--- config.mk ---
export PLATFORM = sky130hd
export DESIGN_NAME = freq_meter_mc_flat
export DESIGN_NICKNAME = d
export VERILOG_FILES = /design/src/rtl/freq_meter_mc_if.sv /design/src/rtl/freq_meter_mc.sv /design/src/flat_wrapper.sv
export SDC_FILE = /design/constraint.sdc
export NUM_CORES = 1
export LEC_CHECK = 0
export CAP_MARGIN = 20
export CORE_MARGIN = 2
export CORE_UTILIZATION = 30
export DETAILED_ROUTE_END_ITERATION = 12
export PLACE_DENSITY = 0.47
export SLEW_MARGIN = 10
export SYNTH_ARGS = -nofsm -noshare
export SYNTH_HDL_FRONTEND = slang
export SYNTH_SLANG_ARGS = --single-unit
--- constraint.sdc ---
create_clock -name clk_clk -period 3 [get_ports clk_clk]
set_input_delay 0.6 -clock clk_clk [delete_from_list [all_inputs] [get_ports clk_clk]]
set_output_delay 0.6 -clock clk_clk [all_outputs]
set_load 0.005 [all_outputs]
--- src/rtl/freq_meter_mc_if.sv ---
// Result-reporting channel of the multi-channel frequency meter.
// The meter drives one channel result at a time; the consumer acknowledges it.
interface freq_meter_mc_if #(
    parameter int CHANNELS = 4,
    parameter int CNT_W    = 32
);
    localparam int CH_W = (CHANNELS > 1) ? $clog2(CHANNELS) : 1;

    logic [CNT_W-1:0]    freq_export;
    logic [CH_W-1:0]     freq_ch;
    logic                freq_en_export;
    logic                freq_ack;
    logic [CHANNELS-1:0] ovf;

    modport master (
        output freq_export, freq_ch, freq_en_export, ovf,
        input  freq_ack
    );

    modport slave (
        input  freq_export, freq_ch, freq_en_export, ovf,
        output freq_ack
    );
endinterface

--- src/rtl/freq_meter_mc.sv ---
// Multi-channel gated edge counter: counts synchronised rising edges per channel
// over a gate window, snapshots the counts and reports them one channel at a time.
module freq_meter_mc #(
    parameter int CHANNELS = 4,
    parameter int CNT_W    = 32,
    parameter int GATE_W   = 32
) (
    input  logic                clk_clk,
    input  logic                reset_reset_n,
    input  logic [CHANNELS-1:0] sig_in,
    input  logic [GATE_W-1:0]   gate_len,
    input  logic                start,
    output logic                busy,
    output logic                overrun,
    freq_meter_mc_if.master     rpt
);
    localparam int CH_W = (CHANNELS > 1) ? $clog2(CHANNELS) : 1;

    localparam logic [1:0] S_IDLE  = 2'd0;
    localparam logic [1:0] S_GATE  = 2'd1;
    localparam logic [1:0] S_LATCH = 2'd2;

    localparam logic R_IDLE = 1'b0;
    localparam logic R_SEND = 1'b1;

    localparam logic [CNT_W-1:0] CNT_MAX = '1;

    logic [CHANNELS-1:0] sync1_q, sync2_q, sync3_q;
    logic [CHANNELS-1:0] rise;

    logic [1:0]          gst_q, gst_d;
    logic [GATE_W-1:0]   gcnt_q, gcnt_d;
    logic [CNT_W-1:0]    cnt_q [CHANNELS];
    logic [CNT_W-1:0]    cnt_d [CHANNELS];
    logic [CNT_W-1:0]    cnt_inc [CHANNELS];
    logic [CNT_W-1:0]    snap_q [CHANNELS];
    logic [CNT_W-1:0]    snap_d [CHANNELS];
    logic [CHANNELS-1:0] snap_ovf_q, snap_ovf_d;
    logic                rpt_st_q, rpt_st_d;
    logic [CH_W-1:0]     ch_q, ch_d;
    logic                overrun_q, overrun_d;

    logic                latch_now;
    logic                cnt_clr;
    logic                cnt_run;
    logic [GATE_W-1:0]   gate_load;

    assign rise      = sync2_q & ~sync3_q;
    assign gate_load = (gate_len == '0) ? GATE_W'(1) : gate_len;

    always_comb begin
        for (int unsigned i = 0; i < CHANNELS; i++) begin
            cnt_inc[i] = (cnt_q[i] == CNT_MAX) ? CNT_MAX : cnt_q[i] + CNT_W'(rise[i]);
        end
    end

    always_comb begin
        gst_d      = gst_q;
        gcnt_d     = gcnt_q;
        snap_d     = snap_q;
        snap_ovf_d = snap_ovf_q;
        rpt_st_d   = rpt_st_q;
        ch_d       = ch_q;
        overrun_d  = overrun_q;
        latch_now  = 1'b0;
        cnt_clr    = 1'b0;
        cnt_run    = 1'b0;

        case (gst_q)
            S_IDLE: begin
                cnt_clr = 1'b1;
                if (start) begin
                    gst_d  = S_GATE;
                    gcnt_d = gate_load;
                end else begin
                    overrun_d = 1'b0;
                end
            end
            S_GATE: begin
                if (!start) begin
                    gst_d   = S_IDLE;
                    cnt_clr = 1'b1;
                end else if (gcnt_q == GATE_W'(1)) begin
                    // Snapshot takes cnt_inc so an edge in the final gate cycle is kept.
                    gst_d     = S_LATCH;
                    latch_now = 1'b1;
                    cnt_clr   = 1'b1;
                end else begin
                    gcnt_d  = gcnt_q - GATE_W'(1);
                    cnt_run = 1'b1;
                end
            end
            S_LATCH: begin
                // Edges seen here already belong to the following window.
                cnt_run = 1'b1;
                if (start) begin
                    gst_d  = S_GATE;
                    gcnt_d = gate_load;
                end else begin
                    gst_d = S_IDLE;
                end
            end
            default: begin
                gst_d   = S_IDLE;
                cnt_clr = 1'b1;
            end
        endcase

        for (int unsigned i = 0; i < CHANNELS; i++) begin
            cnt_d[i] = cnt_clr ? '0 : (cnt_run ? cnt_inc[i] : cnt_q[i]);
        end

        case (rpt_st_q)
            R_IDLE: begin
                if (latch_now) begin
                    rpt_st_d = R_SEND;
                    ch_d     = '0;
                    for (int unsigned i = 0; i < CHANNELS; i++) begin
                        snap_d[i]     = cnt_inc[i];
                        snap_ovf_d[i] = (cnt_inc[i] == CNT_MAX);
                    end
                end
            end
            default: begin
                if (latch_now) begin
                    overrun_d = 1'b1;
                end
                if (rpt.freq_ack) begin
                    if (ch_q == CH_W'(CHANNELS - 1)) begin
                        rpt_st_d = R_IDLE;
                        ch_d     = '0;
                    end else begin
                        ch_d = ch_q + CH_W'(1);
                    end
                end
            end
        endcase
    end

    always_ff @(posedge clk_clk or negedge reset_reset_n) begin
        if (!reset_reset_n) begin
            sync1_q    <= '0;
            sync2_q    <= '0;
            sync3_q    <= '0;
            gst_q      <= S_IDLE;
            gcnt_q     <= '0;
            snap_ovf_q <= '0;
            rpt_st_q   <= R_IDLE;
            ch_q       <= '0;
            overrun_q  <= 1'b0;
            for (int unsigned i = 0; i < CHANNELS; i++) begin
                cnt_q[i]  <= '0;
                snap_q[i] <= '0;
            end
        end else begin
            sync1_q    <= sig_in;
            sync2_q    <= sync1_q;
            sync3_q    <= sync2_q;
            gst_q      <= gst_d;
            gcnt_q     <= gcnt_d;
            snap_ovf_q <= snap_ovf_d;
            rpt_st_q   <= rpt_st_d;
            ch_q       <= ch_d;
            overrun_q  <= overrun_d;
            cnt_q      <= cnt_d;
            snap_q     <= snap_d;
        end
    end

    assign busy               = (gst_q == S_GATE);
    assign overrun            = overrun_q;
    assign rpt.freq_en_export = (rpt_st_q == R_SEND);
    assign rpt.freq_ch        = ch_q;
    assign rpt.freq_export    = (rpt_st_q == R_SEND) ? snap_q[ch_q] : '0;
    assign rpt.ovf            = (rpt_st_q == R_SEND) ? snap_ovf_q : '0;
endmodule

--- src/flat_wrapper.sv ---
// flat-port wrapper written by rule: the top's interface ports become plain ports
module freq_meter_mc_flat 
#(
    parameter int CHANNELS = 4,
    parameter int CNT_W    = 32,
    parameter int GATE_W   = 32
)
  (clk_clk, reset_reset_n, sig_in, gate_len, start, busy, overrun, rpt_freq_export, rpt_freq_ch, rpt_freq_en_export, rpt_ovf, rpt_freq_ack);
  freq_meter_mc_if #(.CHANNELS(CHANNELS), .CNT_W(CNT_W)) rpt_i ();
  input  logic clk_clk;
  input  logic reset_reset_n;
  input  logic [CHANNELS-1:0] sig_in;
  input  logic [GATE_W-1:0] gate_len;
  input  logic start;
  output logic busy;
  output logic overrun;
  output wire logic [$bits(rpt_i.freq_export)-1:0] rpt_freq_export;
  output wire logic [$bits(rpt_i.freq_ch)-1:0] rpt_freq_ch;
  output wire logic [$bits(rpt_i.freq_en_export)-1:0] rpt_freq_en_export;
  output wire logic [$bits(rpt_i.ovf)-1:0] rpt_ovf;
  input wire logic [$bits(rpt_i.freq_ack)-1:0] rpt_freq_ack;
  assign rpt_freq_export = rpt_i.freq_export;
  assign rpt_freq_ch = rpt_i.freq_ch;
  assign rpt_freq_en_export = rpt_i.freq_en_export;
  assign rpt_ovf = rpt_i.ovf;
  assign rpt_i.freq_ack = rpt_freq_ack;
  freq_meter_mc #(.CHANNELS(CHANNELS), .CNT_W(CNT_W), .GATE_W(GATE_W)) u_core (.clk_clk(clk_clk), .reset_reset_n(reset_reset_n), .sig_in(sig_in), .gate_len(gate_len), .start(start), .busy(busy), .overrun(overrun), .rpt(rpt_i));
endmodule
==> impl_metrics.ini <==
[run_status]
status = complete, no violations

[power_and_ir_drop]
sw_frac_of_total_pct = 34.0
p_seq_share_pct = 38.7
power_density_mw_per_mm2 = 558
internal_power_w = 0.00829
total_leakage_power_nw = 9.16
clock_power_share_pct = 38.2
combPwrFrac_pct = 23.2
ir_worst_vdd_mv = 0.566
p_switching_w = 0.00426

[global_route]
grt_antenna_before_repair = 0
grt_max_degree = 129
grt_pass1_vias = 16611
globalRouteTotalUtil_pct = 20.9
grt_overflow_total = 0
grt_pass1_wl_um = 102000

[setup_path]
worst_setup_path_start_kind = flip-flop
crit_type = reg2out
crit_family = multiplexers
setup.worst_path.end_class = output port
crit_chain = buf_12 > buf_4 > mux4_2 > and2_4 > dlygate4sd2_1
cp.arrival_ns = 2.36
cpMaxStageDelayCell = mux4_2
cp_max_fo = 11
worst_ep_required_time_ns = 2.40
reg2reg_setup_slack_ns = 0.11
cp_slowest_stage_delay_ns = 0.56
path_buf_inv = 3

[sta]
finalHoldViolations = 0
slew_headroom_pct = 39.9
max_slew.worst_pin.slew_ns = 0.899
finalCritPeriodShare_pct = 98.6
max_freq_mhz = 338
clock-skew-final_ns = 0.0181
slew_violations = 0
holdWs_ns = 0.0155
min_period_ns = 2.96
setup_viol = 0
fin_ws_ns = 0.0406
fin_setup_tns_ns = 0
rsz0062_at_grt = true

[drt]
drcViolationCount = 0
drt_pass1_iterations = 5
wl_met2_um = 29800
wl_met1_um = 30700
vias = 17019
drt-initial-drc-count = 1434
vias_per_cell = 5.59
wl_per_cell_um = 21.5
routed_wl_um = 65500
top_layer_used = met4
wl_met3_um = 3390
ant_nets = 0

[place]
gp_congestion = 0.880
portBuffers = 80
place_hpwl_um = 47300
placed_area_sq_mm = 0.0209
place_ws_ns = -0.0516

[synthesis]
netlist_instances = 2072
syn_area_sq_mm = 0.0181
synth-seq-cells = 310
ys_types = 67
syn_area_per_cell_sq_um = 8.73
yosysSeqAreaShare_pct = 42.9
synth_edf_count = 0
ys_warn_count = 0
async_flop_share_pct = 100
synth.net_count = 2127
ys.flop_type = dfrtp_1

[cts]
clock-sinks = 310
clk_pin_slew_ns = 0.06
clockBufferDepth = 3
cts_tree = yes
holdBufCountCts = 0
clk_latency_ns = 0.57
h-tree-depth = 2
cts-root-buf = clkbuf_16
cts-buffers-inserted = 40

[cells_and_area]
area_growth_pct = 24.4
most-common-layout-cells = dfrtp_1, nor2_1, buf_4
nNetsFinal = 2288
layout_commonest_cell = dfrtp_1
final_area_sq_mm = 0.0225
fill_cells = 6084
drive_gt1_share_pct = 16.0

[die]
fp.dieArea_sq_mm = 0.0623
die_width_um = 250
die_y_um = 250
core-area_sq_mm = 0.0600
rows = 90
ios = 81
start_util_pct = 30.1

[worst_hold_path]
min_path_type = in2async

[flow_run]
cap_violations = 0
-- repair_timing --
action | in CTS | in global routing
buffers inserted | 1 | 13
cloned | 0 | 1
pin swaps | 0 | 5
endpoints found under the setup margin | 31 | 15
gates resized for setup | 35 | 42
-- power by group through the flow --
stage	clock [W]	combinational, W	sequential, W
2_1_floorplan	0	0.00174	0.00484
3_3_place_gp	0	0.00283	0.00490
3_5_place_dp	0	0.00289	0.00492
4_1_cts	0.00490	0.00289	0.00484
5_1_grt	0.00506	0.00324	0.00490
6_report	0.00479	0.00291	0.00486
-- routing by layer --
layer / global-route usage [%] / vias up
met2: 32.8 / 440
met3: 2.93 / 97
met1: 29.9 / 8527
met4: 5.99 / 0
met5: 0 / -
li1: - / 7955
-- flip-flops by register name, summed over array words and instances, names as in the netlist --
register and count:
u_core.overrun 1, u_core.gst_q 2, u_core.snap_ovf_q 4, u_core.rpt.freq_en_export 1
u_core.cnt_q 128, u_core.snap_q 128, u_core.sync2_q 4, u_core.sync1_q 4
u_core.rpt.freq_ch 2, u_core.sync3_q 4, u_core.gcnt_q 32
-- worst reg2reg max path, cell delays in order, from the launching register on --
cell	delay, ns
dfrtp_1	0.39
nor2b_1	0.15
ha_2	0.19
ha_1	0.20
and4_1	0.18
nand4_1	0.21
buf_6	0.19
nor2_1	0.06
a41oi_1	0.25
or3b_1	0.37
or4_1	0.52
o21ai_1	0.12
-- metrics by stage --
stage | total power [W] | utilization [%] | std cells
3_5_place_dp | 0.00781 | 34.9 | 2958
2_1_floorplan | 0.00658 | - | 2072
3_3_place_gp | 0.00773 | 34.8 | 2956
5_1_grt | 0.0132 | 37.5 | 3046
4_1_cts | 0.0126 | 37.0 | 3032
6_report | 0.0126 | 37.5 | 3047
-- cell type report --
class	count	area, sq um	area share [%]
clock inverters	13	108	0.478
diodes	1	2.50	0.0111
multi-input cells	1561	9760	43.4
flip-flops and latches	310	7760	34.5
repair buffers	286	2590	11.5
inverters	34	128	0.567
well taps	782	978	4.35
clock buffers	60	1180	5.24
-- logic make-up (layout without fill, tap and decap cells) --
family / Yosys count / after routing / synth area share [%]
simple gates: 883 / 883 / 24.5
compound gates: 534 / 534 / 18.6
flops: 310 / 310 / 42.9
buf+inv: 201 / 393 / 4.22
xor+xnor: 86 / 86 / 4.16
mux: 43 / 43 / 4.62
fa+ha+maj: 15 / 15 / 1.04
other cells: 0 / 1 / 0
-- cells in the mapped netlist (5+ instances only) --
master / number / area share, %
dfrtp_1: 310 / 43
nor2_1: 304 / 6.3
a21oi_1: 158 / 4.4
clkbuf_1: 153 / 3.2
nand2_1: 136 / 2.8
o21ai_0: 133 / 3.7
nor3_1: 69 / 1.9
nand3_1: 66 / 1.8
nand4_1: 57 / 2.0
a311oi_1: 55 / 2.7
nor4_1: 52 / 1.8
xnor2_1: 51 / 2.5
a211oi_1: 50 / 2.1
and2_1: 49 / 1.7
and3_1: 41 / 1.4
a31oi_1: 36 / 1.2
xor2_1: 35 / 1.7
inv_1: 34 / 0.71
mux4_2: 32 / 4.0
and4_1: 26 / 1.3
or3_1: 18 / 0.62
ha_1: 15 / 1.0
nor2b_1: 14 / 0.48
o21a_1: 12 / 0.50
o31a_1: 12 / 0.58
or4_1: 12 / 0.50
o22ai_1: 9 / 0.31
a22oi_1: 8 / 0.33
buf_1: 7 / 0.15
mux2i_1: 7 / 0.39
buf_2: 6 / 0.17
nand4b_1: 6 / 0.29
o211ai_1: 6 / 0.25
o31ai_1: 6 / 0.25
or2_2: 6 / 0.21
a211o_1: 5 / 0.24
a41oi_1: 5 / 0.24
nand2b_1: 5 / 0.17
-- worst paths after layout --
| check | depth (start not counted) | from | end |
|---|---|---|---|
| max | 5 | u_core.rpt.freq_ch[0] | rpt_freq_export[16] |
| min | 1 | reset_reset_n | u_core.gcnt_q[20] |
| max reg2reg | 11 | u_core.sync2_q[2] | u_core.snap_ovf_q[2] |
| min reg2reg | 0 | u_core.sync1_q[1] | u_core.sync2_q[1] |
| max in group asynchronous | 2 | reset_reset_n | u_core.snap_q[83] |
| min in group clk_clk | 0 | u_core.sync1_q[1] | u_core.sync2_q[1] |
No activity file was read; power rests on OpenSTA's default activity.
